<file path="src/rtl/sensor_frontend.sv">
// Sensor front end: PIR synchroniser/debounce/hold, light and temperature
// hysteresis flags, and a keypad PIN state machine with lockout and timed authorisation.
module sensor_frontend #(
    parameter int unsigned DEBOUNCE_CYCLES = 16,
    parameter int unsigned PIR_HOLD_CYCLES = 1000,
    parameter logic [7:0]  DARK_ON         = 8'd60,
    parameter logic [7:0]  DARK_OFF        = 8'd80,
    parameter logic [7:0]  TEMP_ON         = 8'd150,
    parameter logic [7:0]  TEMP_OFF        = 8'd140,
    parameter logic [15:0] CODE            = 16'h1234,
    parameter int unsigned MAX_FAILS       = 3,
    parameter int unsigned ENTRY_TIMEOUT   = 5000,
    parameter int unsigned AUTH_CYCLES     = 50000,
    parameter int unsigned LOCKOUT_CYCLES  = 100000
) (
    input  logic       clk,
    input  logic       rst,
    input  logic       pirRaw,
    input  logic       sampleValid,
    input  logic [7:0] lightSample,
    input  logic [7:0] tempSample,
    input  logic       keyValid,
    input  logic [3:0] keyDigit,
    output logic       pir,
    output logic       isDark,
    output logic       tempHigh,
    output logic       authorized,
    output logic       lockout
);

    localparam int unsigned DEB_W     = $clog2(DEBOUNCE_CYCLES + 1);
    localparam int unsigned HOLD_W    = $clog2(PIR_HOLD_CYCLES + 1);
    localparam int unsigned FAIL_W    = $clog2(MAX_FAILS + 1);
    localparam int unsigned TMAX_A    = (AUTH_CYCLES > ENTRY_TIMEOUT) ? AUTH_CYCLES : ENTRY_TIMEOUT;
    localparam int unsigned TIMER_MAX = (LOCKOUT_CYCLES > TMAX_A) ? LOCKOUT_CYCLES : TMAX_A;
    localparam int unsigned TIMER_W   = $clog2(TIMER_MAX + 1);

    localparam logic [DEB_W-1:0]   DEB_LAST   = DEB_W'(DEBOUNCE_CYCLES - 1);
    localparam logic [HOLD_W-1:0]  HOLD_LOAD  = HOLD_W'(PIR_HOLD_CYCLES);
    localparam logic [FAIL_W-1:0]  FAIL_LAST  = FAIL_W'(MAX_FAILS - 1);
    localparam logic [TIMER_W-1:0] ENTRY_LAST = TIMER_W'(ENTRY_TIMEOUT - 1);
    localparam logic [TIMER_W-1:0] AUTH_LAST  = TIMER_W'(AUTH_CYCLES - 1);
    localparam logic [TIMER_W-1:0] LOCK_LAST  = TIMER_W'(LOCKOUT_CYCLES - 1);

    localparam logic [1:0] IDLE    = 2'd0;
    localparam logic [1:0] ENTRY   = 2'd1;
    localparam logic [1:0] GRANTED = 2'd2;
    localparam logic [1:0] LOCKED  = 2'd3;

    logic              pirMeta;
    logic              pirSync;
    logic              pirDeb;
    logic [DEB_W-1:0]  debCnt;
    logic [HOLD_W-1:0] holdCnt;

    // PIR: two-flop synchroniser, mismatch-count debounce, then hold-on stretch
    always_ff @(posedge clk) begin
        if (rst) begin
            pirMeta <= 1'b0;
            pirSync <= 1'b0;
            pirDeb  <= 1'b0;
            debCnt  <= '0;
            holdCnt <= '0;
        end else begin
            pirMeta <= pirRaw;
            pirSync <= pirMeta;
            if (pirSync == pirDeb) begin
                debCnt <= '0;
            end else if (debCnt == DEB_LAST) begin
                pirDeb <= pirSync;
                debCnt <= '0;
            end else begin
                debCnt <= debCnt + 1'b1;
            end
            if (pirDeb) begin
                holdCnt <= HOLD_LOAD;
            end else if (holdCnt != '0) begin
                holdCnt <= holdCnt - 1'b1;
            end
        end
    end

    assign pir = pirDeb | (holdCnt != '0);

    always_ff @(posedge clk) begin
        if (rst) begin
            isDark   <= 1'b0;
            tempHigh <= 1'b0;
        end else if (sampleValid) begin
            if (lightSample < DARK_ON) begin
                isDark <= 1'b1;
            end else if (lightSample > DARK_OFF) begin
                isDark <= 1'b0;
            end
            if (tempSample >= TEMP_ON) begin
                tempHigh <= 1'b1;
            end else if (tempSample <= TEMP_OFF) begin
                tempHigh <= 1'b0;
            end
        end
    end

    logic [1:0]         state;
    logic [11:0]        digits;
    logic [1:0]         digitCnt;
    logic [FAIL_W-1:0]  fails;
    logic [TIMER_W-1:0] timer;
    logic               isDigit;
    logic               isClear;
    logic [15:0]        entered;

    assign isDigit = keyValid && (keyDigit <= 4'd9);
    assign isClear = keyValid && (keyDigit == 4'hA);
    // Only the first three digits are stored; the fourth is compared straight off the keypad
    assign entered = {digits, keyDigit};

    always_ff @(posedge clk) begin
        if (rst) begin
            state    <= IDLE;
            digits   <= '0;
            digitCnt <= '0;
            fails    <= '0;
            timer    <= '0;
        end else begin
            case (state)
                IDLE: begin
                    if (isDigit) begin
                        digits   <= {8'h00, keyDigit};
                        digitCnt <= 2'd1;
                        timer    <= '0;
                        state    <= ENTRY;
                    end
                end
                ENTRY: begin
                    if (isDigit) begin
                        timer <= '0;
                        if (digitCnt == 2'd3) begin
                            digitCnt <= '0;
                            if (entered == CODE) begin
                                state <= GRANTED;
                                fails <= '0;
                            end else if (fails == FAIL_LAST) begin
                                state <= LOCKED;
                                fails <= '0;
                            end else begin
                                state <= IDLE;
                                fails <= fails + 1'b1;
                            end
                        end else begin
                            digits   <= {digits[7:0], keyDigit};
                            digitCnt <= digitCnt + 1'b1;
                        end
                    end else if (isClear || (timer == ENTRY_LAST)) begin
                        state    <= IDLE;
                        digitCnt <= '0;
                    end else begin
                        timer <= timer + 1'b1;
                    end
                end
                GRANTED: begin
                    if (isClear || (timer == AUTH_LAST)) begin
                        state <= IDLE;
                    end else begin
                        timer <= timer + 1'b1;
                    end
                end
                LOCKED: begin
                    if (timer == LOCK_LAST) begin
                        state <= IDLE;
                    end else begin
                        timer <= timer + 1'b1;
                    end
                end
                default: state <= IDLE;
            endcase
        end
    end

    assign authorized = (state == GRANTED);
    assign lockout    = (state == LOCKED);

endmodule

</file>
<file path="config.mk">
export PLATFORM = sky130hd
export DESIGN_NAME = sensor_frontend
export DESIGN_NICKNAME = d
export VERILOG_FILES = /design/src/rtl/sensor_frontend.sv
export SDC_FILE = /design/constraint.sdc
export NUM_CORES = 1
export LEC_CHECK = 0
export CORE_ASPECT_RATIO = 1.2
export CORE_MARGIN = 4
export CORE_UTILIZATION = 51
export CTS_BUF_LIST = sky130_fd_sc_hd__clkbuf_16
export DETAILED_ROUTE_END_ITERATION = 12
export PLACE_DENSITY = 0.78
export SLEW_MARGIN = 20
export SYNTH_ARGS = -nofsm -noshare
export SYNTH_HDL_FRONTEND = slang
export SYNTH_SLANG_ARGS = --single-unit
</file>
<file path="constraint.sdc">
create_clock -name clk -period 1.8 [get_ports clk]
set_input_delay 0.18 -clock clk [delete_from_list [all_inputs] [get_ports clk]]
set_output_delay 0.18 -clock clk [all_outputs]
set_load 0.02 [all_outputs]
</file>
# [Yosys cells after proc, flatten, opt, wreduce, memory -nomap -nowiden]
# Cells that the tools add are included.
[word_totals] reg_bits=55 output_inout_bits=5
[classes] add_sub_neg=5 magnitude_cmp=5 n_eq_ne=22 mux=30 n_bitwise=2 n_reduce_logical=20
[op_table] cell="17-bit 2-to-1 mux" count=5
[op_table] cell="17-bit one-hot mux with 4 select lines" count=1
[op_table] cell="12-bit 2-to-1 mux" count=3
[op_table] cell="2-bit 2-to-1 mux" count=12
[op_table] cell="12-bit one-hot mux with 2 select lines" count=1
[op_table] cell="10-bit 2-to-1 mux" count=2
[op_table] cell="17-bit by 1-bit adder with 17-bit output (second input constant)" count=1
[op_table] cell="17-bit by 13-bit == test with 1-bit output (second input constant)" count=1
[op_table] cell="17-bit by 16-bit == test with 1-bit output (second input constant)" count=1
[op_table] cell="17-bit == test (second input constant)" count=1
[op_table] cell="16-bit by 13-bit == test with 1-bit output (second input constant)" count=1
[op_table] cell="2-bit != test (second input constant)" count=5
[op_table] cell="10-bit nonzero test" count=1
[op_table] cell="10-bit by 1-bit subtractor with 10-bit output (second input constant)" count=1
[op_table] cell="3-bit != test (second input constant)" count=3
[op_table] cell="2-bit == test (second input constant)" count=4
[op_table] cell="8-bit greater-or-equal comparator (second input constant)" count=1
[op_table] cell="8-bit by 7-bit > comparator with 1-bit output (second input constant)" count=1
[op_table] cell="8-bit <= comparator (second input constant)" count=1
[op_table] cell="8-bit by 6-bit < comparator with 1-bit output (second input constant)" count=1
[op_table] cell="2-bit one-hot mux with 4 select lines" count=1
[op_table] cell="4-bit AND reduction" count=2
[op_table] cell="2-bit nonzero test" count=4
[op_table] cell="2-bit AND reduction" count=3
[op_table] cell="19 further kinds" count=27

# [Logic depth before layout (Yosys ltp)]
[depth] ltp_word=6 mapped_depth=9

# [Worst setup path before layout]
# OpenSTA, ideal clock, no wires.
[synth_timing] path_kind="register -> register" start="reg timer[0]" end="reg timer[6]" setup_time_ns=0.074 t_arrival_ns=1.882 required_time_ns=1.726 setup_slack_ns=-0.156 path_stages_with_launch=7 path_buffers=0 period_less_slack_ns=1.956 path_cell_list="dfxtp_1 -> ha_1 -> nand3_1 -> o41ai_2 -> o41a_1 -> or4_1 -> a31oi_1"
[synth_between] elab_chain_len=4
[synth_rtl] item="start: declaration" line="107" rtl="logic [TIMER_W-1:0] timer;"
[synth_rtl] item="start signal: assignment" line="157" rtl="timer <= timer + 1'b1;"
[synth_rtl] item="start signal: assignment" line="164" rtl="timer <= timer + 1'b1;"
[synth_rtl] item="start signal: assignment" line="171" rtl="timer <= timer + 1'b1;"
[synth_rtl] item="17-bit by 1-bit adder with 17-bit output, or another cell as far along" line="157, 164, 171"
[synth_rtl] item="17-bit 2-to-1 mux, or another cell as far along" line="153" rtl="end else if (isClear || (timer == ENTRY_LAST)) begin"
[synth_rtl] item="17-bit 2-to-1 mux, or another cell as far along" line="135" rtl="if (isDigit) begin"
[synth_rtl] item="17-bit one-hot mux with 4 select lines / 4-bit AND reduction (equally long branches)"
# Parallel ways exist; a longest one is shown, timed or not. The select of a mux whose other input is x is not followed.
# A chain may end at the register's enable or synchronous reset.

# [Worst setup path after layout]
# Ends and elaborated chain as after synthesis.

==> flow_metrics.env <==
export IMPL_synthMuxAreaShare_pct=1.09
export IMPL_grt_pass1_wl_um=14800
export IMPL_violations="negative setup slack"
export IMPL_finalCritPeriodShare_pct=118
export IMPL_cp_arrival_ns=2.34
export IMPL_synth_seq_cells=55
export IMPL_pre_cts_slack_ns=-0.447
export IMPL_crit_required_ns=2.02
export IMPL_dp_hpwl_um=5380
export IMPL_routed_wl_um=10400
export IMPL_drive_gt1_share_pct=36.7
export IMPL_yosysSeqAreaShare_pct=38.3
export IMPL_finClkSkew_ns=0.00479
export IMPL_synth_simple_area_share_pct=32.3
export IMPL_yosysWarningCount=0
export IMPL_netlist_instances=356
export IMPL_start_util_pct=53.5
export IMPL_cts_buffer_depth=2
export IMPL_tritoncts="built"
export IMPL_start_kind="flip-flop"
export IMPL_worst_slew_pin_slew_ns=0.493
export IMPL_wl_met3_um=742
export IMPL_synth_top_cells_by_area="dfxtp_1, nand3_1, a21oi_1, nand2_1, a31oi_1"
export IMPL_dr_total_vias=3300
export IMPL_yosys_most_used_dff="dfxtp_1"
export IMPL_fill_cells=284
export IMPL_p_per_area_nw_per_um2=905
export IMPL_max_freq_mhz=471
export IMPL_grt_max_degree=27
export IMPL_yosysTopAreaCell="dfxtp_1"
export IMPL_highest_signal_layer="met4"
export IMPL_synth_area_um2=2870
export IMPL_setup_slack_ns=-0.324
export IMPL_cts_root_buf="clkbuf_16"
export IMPL_ys_types=51
export IMPL_synthArstFlopShare_pct=0
export IMPL_path_clk_slew_ns=0.07
export IMPL_synth_xor_area_share_pct=3.05
export IMPL_clock_latency_ns=0.30
export IMPL_wl_per_cell_um=19.9
export IMPL_antenna_cells=0
export IMPL_wl_met2_um=5130
export IMPL_critical_path_max_fanout=8
export IMPL_area_growth_synth_to_final_pct=56.0
export IMPL_endpoint_kind="flip-flop"
export IMPL_max_slew_margin_pct=67.1
export IMPL_wl_met1_um=3840
export IMPL_drv_slew=0
export IMPL_avgViaCountPerCell=6.35
export IMPL_postRouteAntennaNets=0
export IMPL_status="finished, violations left"
export IMPL_synth_common_cells="dfxtp_1, nand3_1, nand2_1"
export IMPL_fin_crit_ns=2.12
export IMPL_detail_route_iter0_violations=282
export IMPL_grt_pass1_vias=3173
export IMPL_yosysMostFrequentCell="dfxtp_1"
export IMPL_synth_compound_area_share_pct=18.0
export IMPL_hold_path_class="in2reg"
export IMPL_cts_sinks=55
export IMPL_total_power_uw=4060
export IMPL_hold_violations=0
export IMPL_antenna_found_initial=0
export IMPL_crit_type="reg2reg"
export IMPL_drt_first_pass_iters=5
export IMPL_synth_top_family_by_area="simple AND/OR/NAND/NOR gates"
export IMPL_drc=0
export IMPL_yosys_area_top_type_share_pct=38.3
export IMPL_maxCapViolations=0
export IMPL_rsz0062_at_grt="yes"
export IMPL_core_um2=5370
export IMPL_power_leakage_uw=0.00164
export IMPL_gp_congestion=0.853
export IMPL_rows=29
export IMPL_port_buffers=29
export IMPL_synth_adder_area_share_pct=2.61
export IMPL_gr_total_overflow=0
export IMPL_htreeDepth=2
export IMPL_ios=30
export IMPL_synth_fp_nets=387
export IMPL_syn_area_per_cell_um2=8.07
export IMPL_synth_edf_count=0
export IMPL_track_usage_pct=26.3
export IMPL_die_w_um=76.5
export IMPL_die_area_um2=6900
export IMPL_numCtsBuffers=5
export IMPL_nNetsFinal=488
export IMPL_finalSetupViolations=32
export IMPL_final_area_um2=4480
export IMPL_die_h_um=90.2
export IMPL_max_vdd_ir_drop_mv=1.27
export IMPL_placed_cell_area_um2=3730
## cell families after synthesis
group | Yosys count
adder cells (fa/ha/maj) | 6
AND/OR/NAND/NOR | 173
multiplexers | 3
buffers and inverters | 29
AO/OA/AOI/OAI | 80
XOR/XNOR | 10
flip-flops | 55
## path summary, 6_finish.rpt
kind	cells past startpoint	slack, ns	endpoint	start
setup / recovery	9	-0.32	timer[6]$_SDFFE_PP0P_	timer[0]$_SDFFE_PP0P_
hold / removal	2	0.32	isDark$_SDFFE_PP0P_	rst
setup reg to reg	9	-0.32	timer[6]$_SDFFE_PP0P_	timer[0]$_SDFFE_PP0P_
hold reg to reg	1	0.45	pirSync$_SDFF_PP0_	pirMeta$_SDFF_PP0_
## per-layer routing
metal  track usage, %  vias up
met5                0        -
met4             14.4        0
met3             6.70       64
met2             46.6      185
met1             28.3     1543
li1                 -     1508
## what timing repair did
| item | CTS | global route |
|---|---|---|
| setup buffers | 11 | 8 |
| endpoints found under the setup margin | 31 | 33 |
| cloned | 2 | 1 |
| pin swaps | 31 | 23 |
| hold endpoints to repair | 0 | 0 |
| hold buffers | 0 | 0 |
| resized for setup | 47 | 48 |
## state kept, by name, indices dropped and copies added, names as in the netlist
name / count
timer: 17
digits: 12
holdCnt: 10
debCnt: 5
digitCnt: 2
fails: 2
state: 2
isDark: 1
pirDeb: 1
pirMeta: 1
pirSync: 1
tempHigh: 1
## area by class of cell
cell class	instances	area (um2)	share of cell area [%]
inverters	10	37.5	0.838
clock inverters	3	46.3	1.03
well taps	62	77.6	1.73
multi-input cells	272	2030	45.4
flip-flops and latches	55	1110	24.8
repair buffers	113	1050	23.4
clock buffers	5	125	2.79
## placed cells by master, fill, tap and decap left out, types with 7 or more instances in the layout
master / netlist / layout
a21oi_1: 33 / 30
a31oi_1: 15 / 11
buf_4: 1 / 66
buf_6: 2 / 14
clkdlybuf4s50_1: 0 / 25
dfxtp_1: 55 / 46
dfxtp_2: 0 / 9
inv_1: 10 / 8
nand2_1: 38 / 33
nand3_1: 39 / 27
nand3_2: 0 / 11
nand4_1: 7 / 7
nor2_1: 23 / 21
nor3_1: 11 / 8
## power by group
group / switching, uW / internal, uW / total (uW)
Clock: 484 / 663 / 1150
Combinational: 687 / 780 / 1470
Sequential: 97.5 / 1350 / 1440
## per-stage QoR
step	util, %	TNS, ns	cells	hold WS (ns)
5_1_grt	83.4	-7.97	520	0.331
3_3_place_gp	69.4	-6.01	494	0.429
6_report	83.4	-5.62	520	0.315
2_1_floorplan	-	-0.511	356	0.308
4_1_cts	78.3	-2.12	515	0.313
3_5_place_dp	69.4	-7.16	494	0.431
## critical path: stages (launching register included)
cell     delay (ns)
dfxtp_2        0.36
ha_4           0.17
nor4b_4        0.26
nand4_1        0.20
buf_4          0.19
o31ai_4        0.23
buf_6          0.18
buf_16         0.14
nand3_1        0.09
a31oi_1        0.22
No activity file was read; power rests on OpenSTA's default activity.
